===== config.mk =====
export PLATFORM = sky130hd
export DESIGN_NAME = pc_gen
export DESIGN_NICKNAME = d
export VERILOG_FILES = /design/src/rtl/pc_gen_pkg.sv /design/src/rtl/pc_redirect_hold.sv /design/src/rtl/pc_gen.sv
export SDC_FILE = /design/constraint.sdc
export NUM_CORES = 1
export LEC_CHECK = 0
export ABC_CLOCK_PERIOD_IN_PS = 2100
export BUFFER_PORTS_ARGS = -buffer_cell sky130_fd_sc_hd__buf_2
export CORE_ASPECT_RATIO = 0.8
export CORE_UTILIZATION = 25
export DETAILED_ROUTE_END_ITERATION = 12
export PLACE_DENSITY = 0.52
export SETUP_SLACK_MARGIN = 0.3
export SKIP_CTS_REPAIR_TIMING = 1
export SYNTH_ARGS = -nofsm -noshare
export SYNTH_HDL_FRONTEND = slang
export SYNTH_SLANG_ARGS = --single-unit

===== constraint.sdc =====
create_clock -name clk -period 2.1 [get_ports clk]
set_input_delay 0.105 -clock clk [delete_from_list [all_inputs] [get_ports clk]]
set_output_delay 0.105 -clock clk [all_outputs]
set_load 0.02 [all_outputs]

===== src/rtl/pc_gen_pkg.sv =====
// rtl/pc_gen_pkg.sv - shared constants and FSM encoding for the fetch PC generator
package pc_gen_pkg;
  localparam logic ChipEnable  = 1'b1;
  localparam logic ChipDisable = 1'b0;
  localparam logic Branch      = 1'b1;
  localparam logic NotBranch   = 1'b0;
  localparam logic NoStop      = 1'b0;
  localparam logic Stop        = 1'b1;
  localparam logic RstEnable   = 1'b1;

  localparam int InstAddrBusW = 32;
  localparam logic [InstAddrBusW-1:0] DefResetVec = 32'h0000_0000;

  typedef enum logic [1:0] {
    S_BOOT = 2'd0,
    S_RUN  = 2'd1,
    S_HOLD = 2'd2
  } pc_state_e;
endpackage


===== src/rtl/pc_redirect_hold.sv =====
// rtl/pc_redirect_hold.sv - holds a branch target that arrived while fetch could not advance
module pc_redirect_hold
  import pc_gen_pkg::*;
#(
  parameter int ADDR_W = 32
) (
  input  logic              clk,
  input  logic              rst,
  input  logic              load_i,
  input  logic [ADDR_W-1:0] target_i,
  input  logic              clear_i,
  output logic              pend_valid_o,
  output logic [ADDR_W-1:0] pend_target_o
);

  logic              valid_q, valid_d;
  logic [ADDR_W-1:0] target_q, target_d;

  // A new load overwrites any older pending target (last branch wins).
  always_comb begin
    valid_d  = valid_q;
    target_d = target_q;
    if (load_i) begin
      valid_d  = 1'b1;
      target_d = target_i;
    end else if (clear_i) begin
      valid_d  = 1'b0;
    end
  end

  always_ff @(posedge clk) begin
    if (rst == RstEnable) begin
      valid_q  <= 1'b0;
      target_q <= '0;
    end else begin
      valid_q  <= valid_d;
      target_q <= target_d;
    end
  end

  assign pend_valid_o  = valid_q;
  assign pend_target_o = target_q;

endmodule


===== src/rtl/pc_gen.sv =====
// rtl/pc_gen.sv - fetch-stage program counter with stall-safe redirect hold and group fetch
module pc_gen
  import pc_gen_pkg::*;
#(
  parameter int                ADDR_W      = 32,
  parameter logic [ADDR_W-1:0] RESET_VEC   = ADDR_W'(DefResetVec),
  parameter int                INST_BYTES  = 4,
  parameter int                FETCH_WIDTH = 1,
  parameter int                STALL_W     = 6
) (
  input  logic                   clk,
  input  logic                   rst,
  input  logic [STALL_W-1:0]     stall,
  input  logic                   flush,
  input  logic [ADDR_W-1:0]      new_pc,
  input  logic                   branch_flag_i,
  input  logic [ADDR_W-1:0]      branch_target_address_i,
  input  logic                   if_ready_i,
  output logic [ADDR_W-1:0]      pc,
  output logic                   ce,
  output logic [FETCH_WIDTH-1:0] lane_valid_o,
  output logic                   misalign_o,
  output logic                   pend_valid_o
);

  localparam int                IB_LOG   = $clog2(INST_BYTES);
  localparam logic [ADDR_W-1:0] STEP     = ADDR_W'(INST_BYTES * FETCH_WIDTH);
  localparam logic [ADDR_W-1:0] GRP_MASK = STEP - ADDR_W'(1);
  localparam logic [ADDR_W-1:0] IMASK    = ADDR_W'(INST_BYTES - 1);

  pc_state_e         state_q, state_d;
  logic [ADDR_W-1:0] pc_q, pc_d;
  logic              ce_q, ce_d;
  logic              mis_q, mis_d;
  logic              advance;
  logic              hold_load, hold_clear;
  logic              pend_valid;
  logic [ADDR_W-1:0] pend_target;
  logic [ADDR_W-1:0] lane_off;
  logic              unused_stall_hi;

  assign unused_stall_hi = ^stall[STALL_W-1:1];
  assign advance = (ce_q == ChipEnable) && (stall[0] == NoStop) && if_ready_i;

  function automatic logic misaligned(input logic [ADDR_W-1:0] a);
    return (a & IMASK) != '0;
  endfunction

  always_comb begin
    state_d    = state_q;
    pc_d       = pc_q;
    ce_d       = ce_q;
    mis_d      = 1'b0;
    hold_load  = 1'b0;
    hold_clear = 1'b0;
    if (state_q == S_BOOT) begin
      ce_d    = ChipEnable;
      state_d = S_RUN;
    end else if (flush) begin
      pc_d       = new_pc;
      mis_d      = misaligned(new_pc);
      hold_clear = 1'b1;
      state_d    = S_RUN;
    end else if (branch_flag_i == Branch && advance) begin
      pc_d       = branch_target_address_i;
      mis_d      = misaligned(branch_target_address_i);
      hold_clear = 1'b1;
      state_d    = S_RUN;
    end else if (branch_flag_i != NotBranch) begin
      hold_load = 1'b1;
      state_d   = S_HOLD;
    end else if (pend_valid && advance) begin
      pc_d       = pend_target;
      mis_d      = misaligned(pend_target);
      hold_clear = 1'b1;
      state_d    = S_RUN;
    end else if (advance) begin
      // Realign to the group base so an entry mid-group lands on the next group.
      pc_d = (pc_q & ~GRP_MASK) + STEP;
    end
  end

  always_ff @(posedge clk) begin
    if (rst == RstEnable) begin
      state_q <= S_BOOT;
      pc_q    <= RESET_VEC;
      ce_q    <= ChipDisable;
      mis_q   <= 1'b0;
    end else begin
      state_q <= state_d;
      pc_q    <= pc_d;
      ce_q    <= ce_d;
      mis_q   <= mis_d;
    end
  end

  always_comb begin
    lane_valid_o = '0;
    lane_off     = (pc_q & GRP_MASK) >> IB_LOG;
    for (int i = 0; i < FETCH_WIDTH; i++) begin
      lane_valid_o[i] = ce_q && (ADDR_W'(i) >= lane_off);
    end
  end

  pc_redirect_hold #(.ADDR_W(ADDR_W)) u_hold (
    .clk           (clk),
    .rst           (rst),
    .load_i        (hold_load),
    .target_i      (branch_target_address_i),
    .clear_i       (hold_clear),
    .pend_valid_o  (pend_valid),
    .pend_target_o (pend_target)
  );

  assign pc           = pc_q;
  assign ce           = ce_q;
  assign misalign_o   = mis_q;
  assign pend_valid_o = pend_valid;

endmodule


=== Yosys cells after proc, flatten, opt, wreduce, memory -nomap -nowiden ===
Index checks and enable logic that the tools add are counted.

* Bits in registers: 69
* Latch bits: 0
* Memory bits (writable): 0
* Bits in read-only memories: 0
* Input port bits: 75
* Output and inout bits: 36
* Logic and storage cells: 51
* Memories kept: 0

* Add/sub/neg operators: 1
* Multiply operators: 0
* Divide/modulo/power cells: 0
* Magnitude comparators: 0
* Equality and inequality tests: 1
* Shift operators: 0
* Muxes and demuxes: 25
* Bitwise operators: 2
* Reductions and logical operators: 15

{| class="wikitable"
|+ Operators with widths
! cell !! number
|-
| 32-bit two-way mux || 5
|-
| 32-bit nonzero test || 3
|-
| 32-bit by 3-bit adder with 32-bit output (second input constant) || 1
|-
| 1-bit two-way mux || 18
|-
| 5-bit nonzero test || 1
|-
| 1-bit logical AND || 4
|-
| 2-bit two-way mux || 2
|-
| 2-bit nonzero test || 2
|-
| 4-bit nonzero test || 1
|-
| 4-bit OR reduction || 1
|-
| 3-bit by 2-bit != test with 1-bit output (second input constant) || 1
|-
| 3-bit AND reduction || 1
|-
| 2-bit zero test || 1
|-
| 1-bit inverter || 2
|-
| 2-bit OR reduction || 1
|}

=== Depth between registers and ports, before layout ===
* Word-level depth: 11
* Mapped depth: 8
* Mapped depth without buffers: 6

=== By module ===
A second synthesis with hierarchy kept.

* Cell total of the unflattened synthesis: 514
* Area, all modules: 4167.7 um^2

{| class="wikitable"
|+ Modules (own cells, without submodules)
! module !! instances !! cells an instance !! area an instance (um^2) !! seq. area each (um^2)
|-
| pc_gen || 1 || 406 || 2962.8 || 720.7
|-
| pc_redirect_hold || 1 || 108 || 1204.9 || 660.6
|}

=== Worst setup path after synthesis ===
OpenSTA, ideal clock, no wires.

* Path type: register -> register
* From: register pc_q[11], in the netlist pc[11]
* To: register pc_q[29], in the netlist pc[29]
* Setup time: 0.074 ns
* Data arrival time: 2.172 ns
* Required time: 2.026 ns
* Setup slack: -0.147 ns
* Stages on the path, launching flop included: 7
* Buffers on the path: 1
* Clock period less this slack: 2.247 ns
* Path through: dfxtp_1 > nand4_2 > or4_1 > buf_2 > or4_1 > a31o_1 > o22ai_2

* Cells in the longest elaborated chain, start to end: 6

{| class="wikitable"
|+ Ends and longest elaborated chain
! element !! line !! text
|-
| from (decl) || pc_gen.sv:32 || <nowiki>logic [ADDR_W-1:0] pc_q, pc_d;</nowiki>
|-
| from (signal assigned) || pc_gen.sv:91 || <nowiki>pc_q <= pc_d;</nowiki>
|-
| 32-bit by 3-bit adder with 32-bit output || pc_gen.sv:79 || <nowiki>pc_d = (pc_q & ~GRP_MASK) + STEP;</nowiki>
|-
| 32-bit two-way mux || pc_gen.sv:77 || <nowiki>end else if (advance) begin</nowiki>
|-
| 32-bit two-way mux || pc_gen.sv:72 || <nowiki>end else if (pend_valid && advance) begin</nowiki>
|-
| 32-bit two-way mux || pc_gen.sv:69 || <nowiki>end else if (branch_flag_i != NotBranch) begin</nowiki>
|-
| 32-bit two-way mux || pc_gen.sv:64 || <nowiki>end else if (branch_flag_i == Branch && advance) begin</nowiki>
|-
| 32-bit two-way mux || pc_gen.sv:59 || <nowiki>end else if (flush) begin</nowiki>
|}

Every way passes these cells. The select of a mux whose other input is x is not followed.
A chain may end at the register's enable or synchronous reset.

=== Final worst setup path ===
* From: register pc_q[3], in the netlist pc[3]
* To: register pc_q[19], in the netlist pc[19]

Same word-level chain as after synthesis.

==> reports/results.txt <==
Total power - 3.67 mW
Synth cell types - 63
First-pass iteration count of the detailed router - 5
Detailed Place HPWL - 11.0 mm
Worst R2R Setup Slack - 0.10 ns
WHS Path Cells - 3
Critical path type - flop to flop
Status - complete, no violations
Synth Flop Type - dfxtp_1
Critical path, cell by cell - nand4_1 -> or4_4 -> or4_1 -> a211o_1 -> a31oi_1
Seq/Total Area, Yosys - 34.4%
Largest net degree at the start of global routing - 36
Fmax - 0.501 GHz
Worst-Margin Slew - 0.698 ns
RR Endpoint - pc[19]
Async set or reset register ratio after synthesis - 0%
Highest-count cells in the layout ignoring fill and taps - buf_2 (105), nor2_1 (69), dfxtp_1 (50)
RePlAce Congestion - 0.899
Post-route minimum period - 2.00 ns
IO Count - 111
Period utilisation layout - 95.0%
Avg Synthesized Cell Area - 7.91 um^2
Commonest non-fill, non-tap cell in the layout - buf_2
Slew headroom - 53.0%
Layout Nets - 708
Synth top area cells - dfxtp_1 (34%), mux2i_1 (9.2%), nor2_1 (6.6%)
Syn nets - 583
Crit path DAT - 2.26 ns
Core Util, Final - 35.3%
Synth Warn # - 0
# H-tree levels - 3
CTS tree - yes
Min setup slack post-route - 0.104 ns
First-pass GRT wire length - 22.9 mm
Share of layout cells above drive strength 1 - 34.7%
Synth top area share - 34.4%
Row Count - 41
Chip width - 144 um
Gr usage total - 18.4%
Clock power frac - 39.8%
DRT iter0 DRCs - 286
Gr ovfl total - 0
Power per cell area - 660 nW/um^2
Max Clock Skew - 0.00642 ns
Final Hold Vio Count - 0
Reg power frac - 40.0%
Clock tree sinks - 69
Core outline area - 15700 um^2
P_leak - 2.43 nW
RR Startpoint - pc[3]
Hold/Removal Path Class - input port to flop
Initial antenna violation count - 0
Net Sw Frac - 29.4%
Vias in the first global route - 4228
Startpoint Class - flop
Clk Latency, worst-skew pair - 0.34 ns
Worst reg2reg path depth - 5
Pre-CTS setup slack - 0.0146 ns
Layout Area Growth over Synthesis - 38.6%
Clock transition at path regs - 0.06 ns
Critical Path End Type - flop
Worst Hold Path EP - u_hold.pend_target_o[30]
Post-synth EDFFs - 0
CTS Buf Count - 9
#FFs+latches synth - 69
Syn Std Cell Area - 4010 um^2
Clock root buffer master - clkbuf_16
CP peak stage delay - 0.63 ns
Max-cap violations - 0
Slew Viols, Final - 0
Routed WL per cell - 18.0 um
Worst hold path startpoint - branch_target_address_i[30]
Crit path max-delay cell type - or4_4
Layout fillers - 1676
P_sw - 1.08 mW
DRC - 0
Placed cell areas - 5070 um^2
Crit path required time - 2.36 ns
Final setup violation count - 0
Mapped Cells - 507
Finished layout cell area - 5560 um^2
Max clock buf depth - 2
RSZ-0062 raised after global routing - yes
Via count - 4497
Antenna Nets Post-Route - 0
Int Pwr - 2.59 mW
Area leader, netlist - dfxtp_1
Peak VDD IR - 0.393 mV
Buffers added on ports - 105
Die height - 115 um
CP max FO - 6
Routed WL - 15.3 mm
Vias/cell - 5.28
Post-route setup TNS - 0 ns
DIE AREA - 16600 um^2
Gate power share - 20.2%
Initial Utilization - 25.5%
[routing by layer]
| layer | wire length (um) | global-route usage [%] | vias up |
|---|---|---|---|
| li1 | - | - | 2158 |
| met1 | 7390 | 25.5 | 2167 |
| met2 | 6760 | 28.7 | 161 |
| met3 | 1010 | 4.58 | 11 |
| met4 | 134 | 4.04 | 0 |
| met5 | 0 | 0 | - |
[cells in the mapped netlist (all sizes together), types with 5 or more instances]
cell type and instances:
a221oi 7, or4 5, mux2i 37, dfxtp 69, and3 5, nand2b 7
a211oi 10, nand2 47, o22ai 10, nor3 17, buf 14, nand4 14
a31oi 5, o21ai 25, nand3 14, o211ai 9, clkbuf 30, nor2 70
xnor2 6, nor4 7, o221ai 7, a21oi 19, xor2 5, or3 6
[power groups by stage]
stage                     Combinational [mW]  Clock [mW]  Sequential (mW)
after floorplan                        0.340           0             1.56
after global placement                 0.709           0             1.49
after detailed placement               0.717           0             1.49
after CTS                              0.721        1.49             1.46
after global routing                   0.804        1.55             1.48
final                                  0.741        1.46             1.47
[how the worst max path moves through the flow]
stage,from,to,slack (ns),cells past startpoint
final,pc[3],pc[19],0.10,5
after global routing,pc[2],pc[19],0.01,5
after CTS,pc[12],pc[29],-0.006,5
after detailed placement,pc[12],pc[29],0.01,5
after global placement,pc[2],pc[20],0.04,9
after floorplan,pc[6],pc[29],0.03,7
[final cells by class]
class | instances | area [um^2] | area share, %
antenna | 1 | 2.50 | 0.0450
clock inverter | 1 | 5.00 | 0.0900
tap | 215 | 269 | 4.84
clock buffer | 14 | 274 | 4.93
inverter | 4 | 15.0 | 0.270
multi-input combinational | 390 | 2610 | 46.9
timing repair buffer | 158 | 968 | 17.4
sequential | 69 | 1420 | 25.5
[logic make-up after synthesis]
logic type	synth area share, %
buffers and inverters	4.87
flip-flops	34.4
AO/OA/AOI/OAI	23.3
multiplexers	9.23
XOR/XNOR	2.40
adder cells (fa/ha/maj)	0.312
AND/OR/NAND/NOR	25.4
[per-stage QoR]
step / hold slack (ns) / std cells
global route: 0.0232 / 851
global placement: 0.355 / 831
CTS: 0.0161 / 846
detailed placement: 0.365 / 831
finish: 0.0198 / 852
floorplan: 0.249 / 507
[flip-flops by register name, summed over array words and instances, names as in the netlist]
| signal | count |
|---|---|
| u_hold.pend_target_o | 32 |
| u_hold.pend_valid_o | 1 |
| state_q | 2 |
| ce | 1 |
| misalign_o | 1 |
| pc | 32 |
[worst max-delay path: cells and delay by family, from the launching register on]
family | cells | cell delay, ns
AOI/OAI and AO/OA | 2 | 0.40
DFF | 1 | 0.34
and+or+nand+nor | 3 | 1.18
Note: power is estimated with default switching activity, not from simulation.
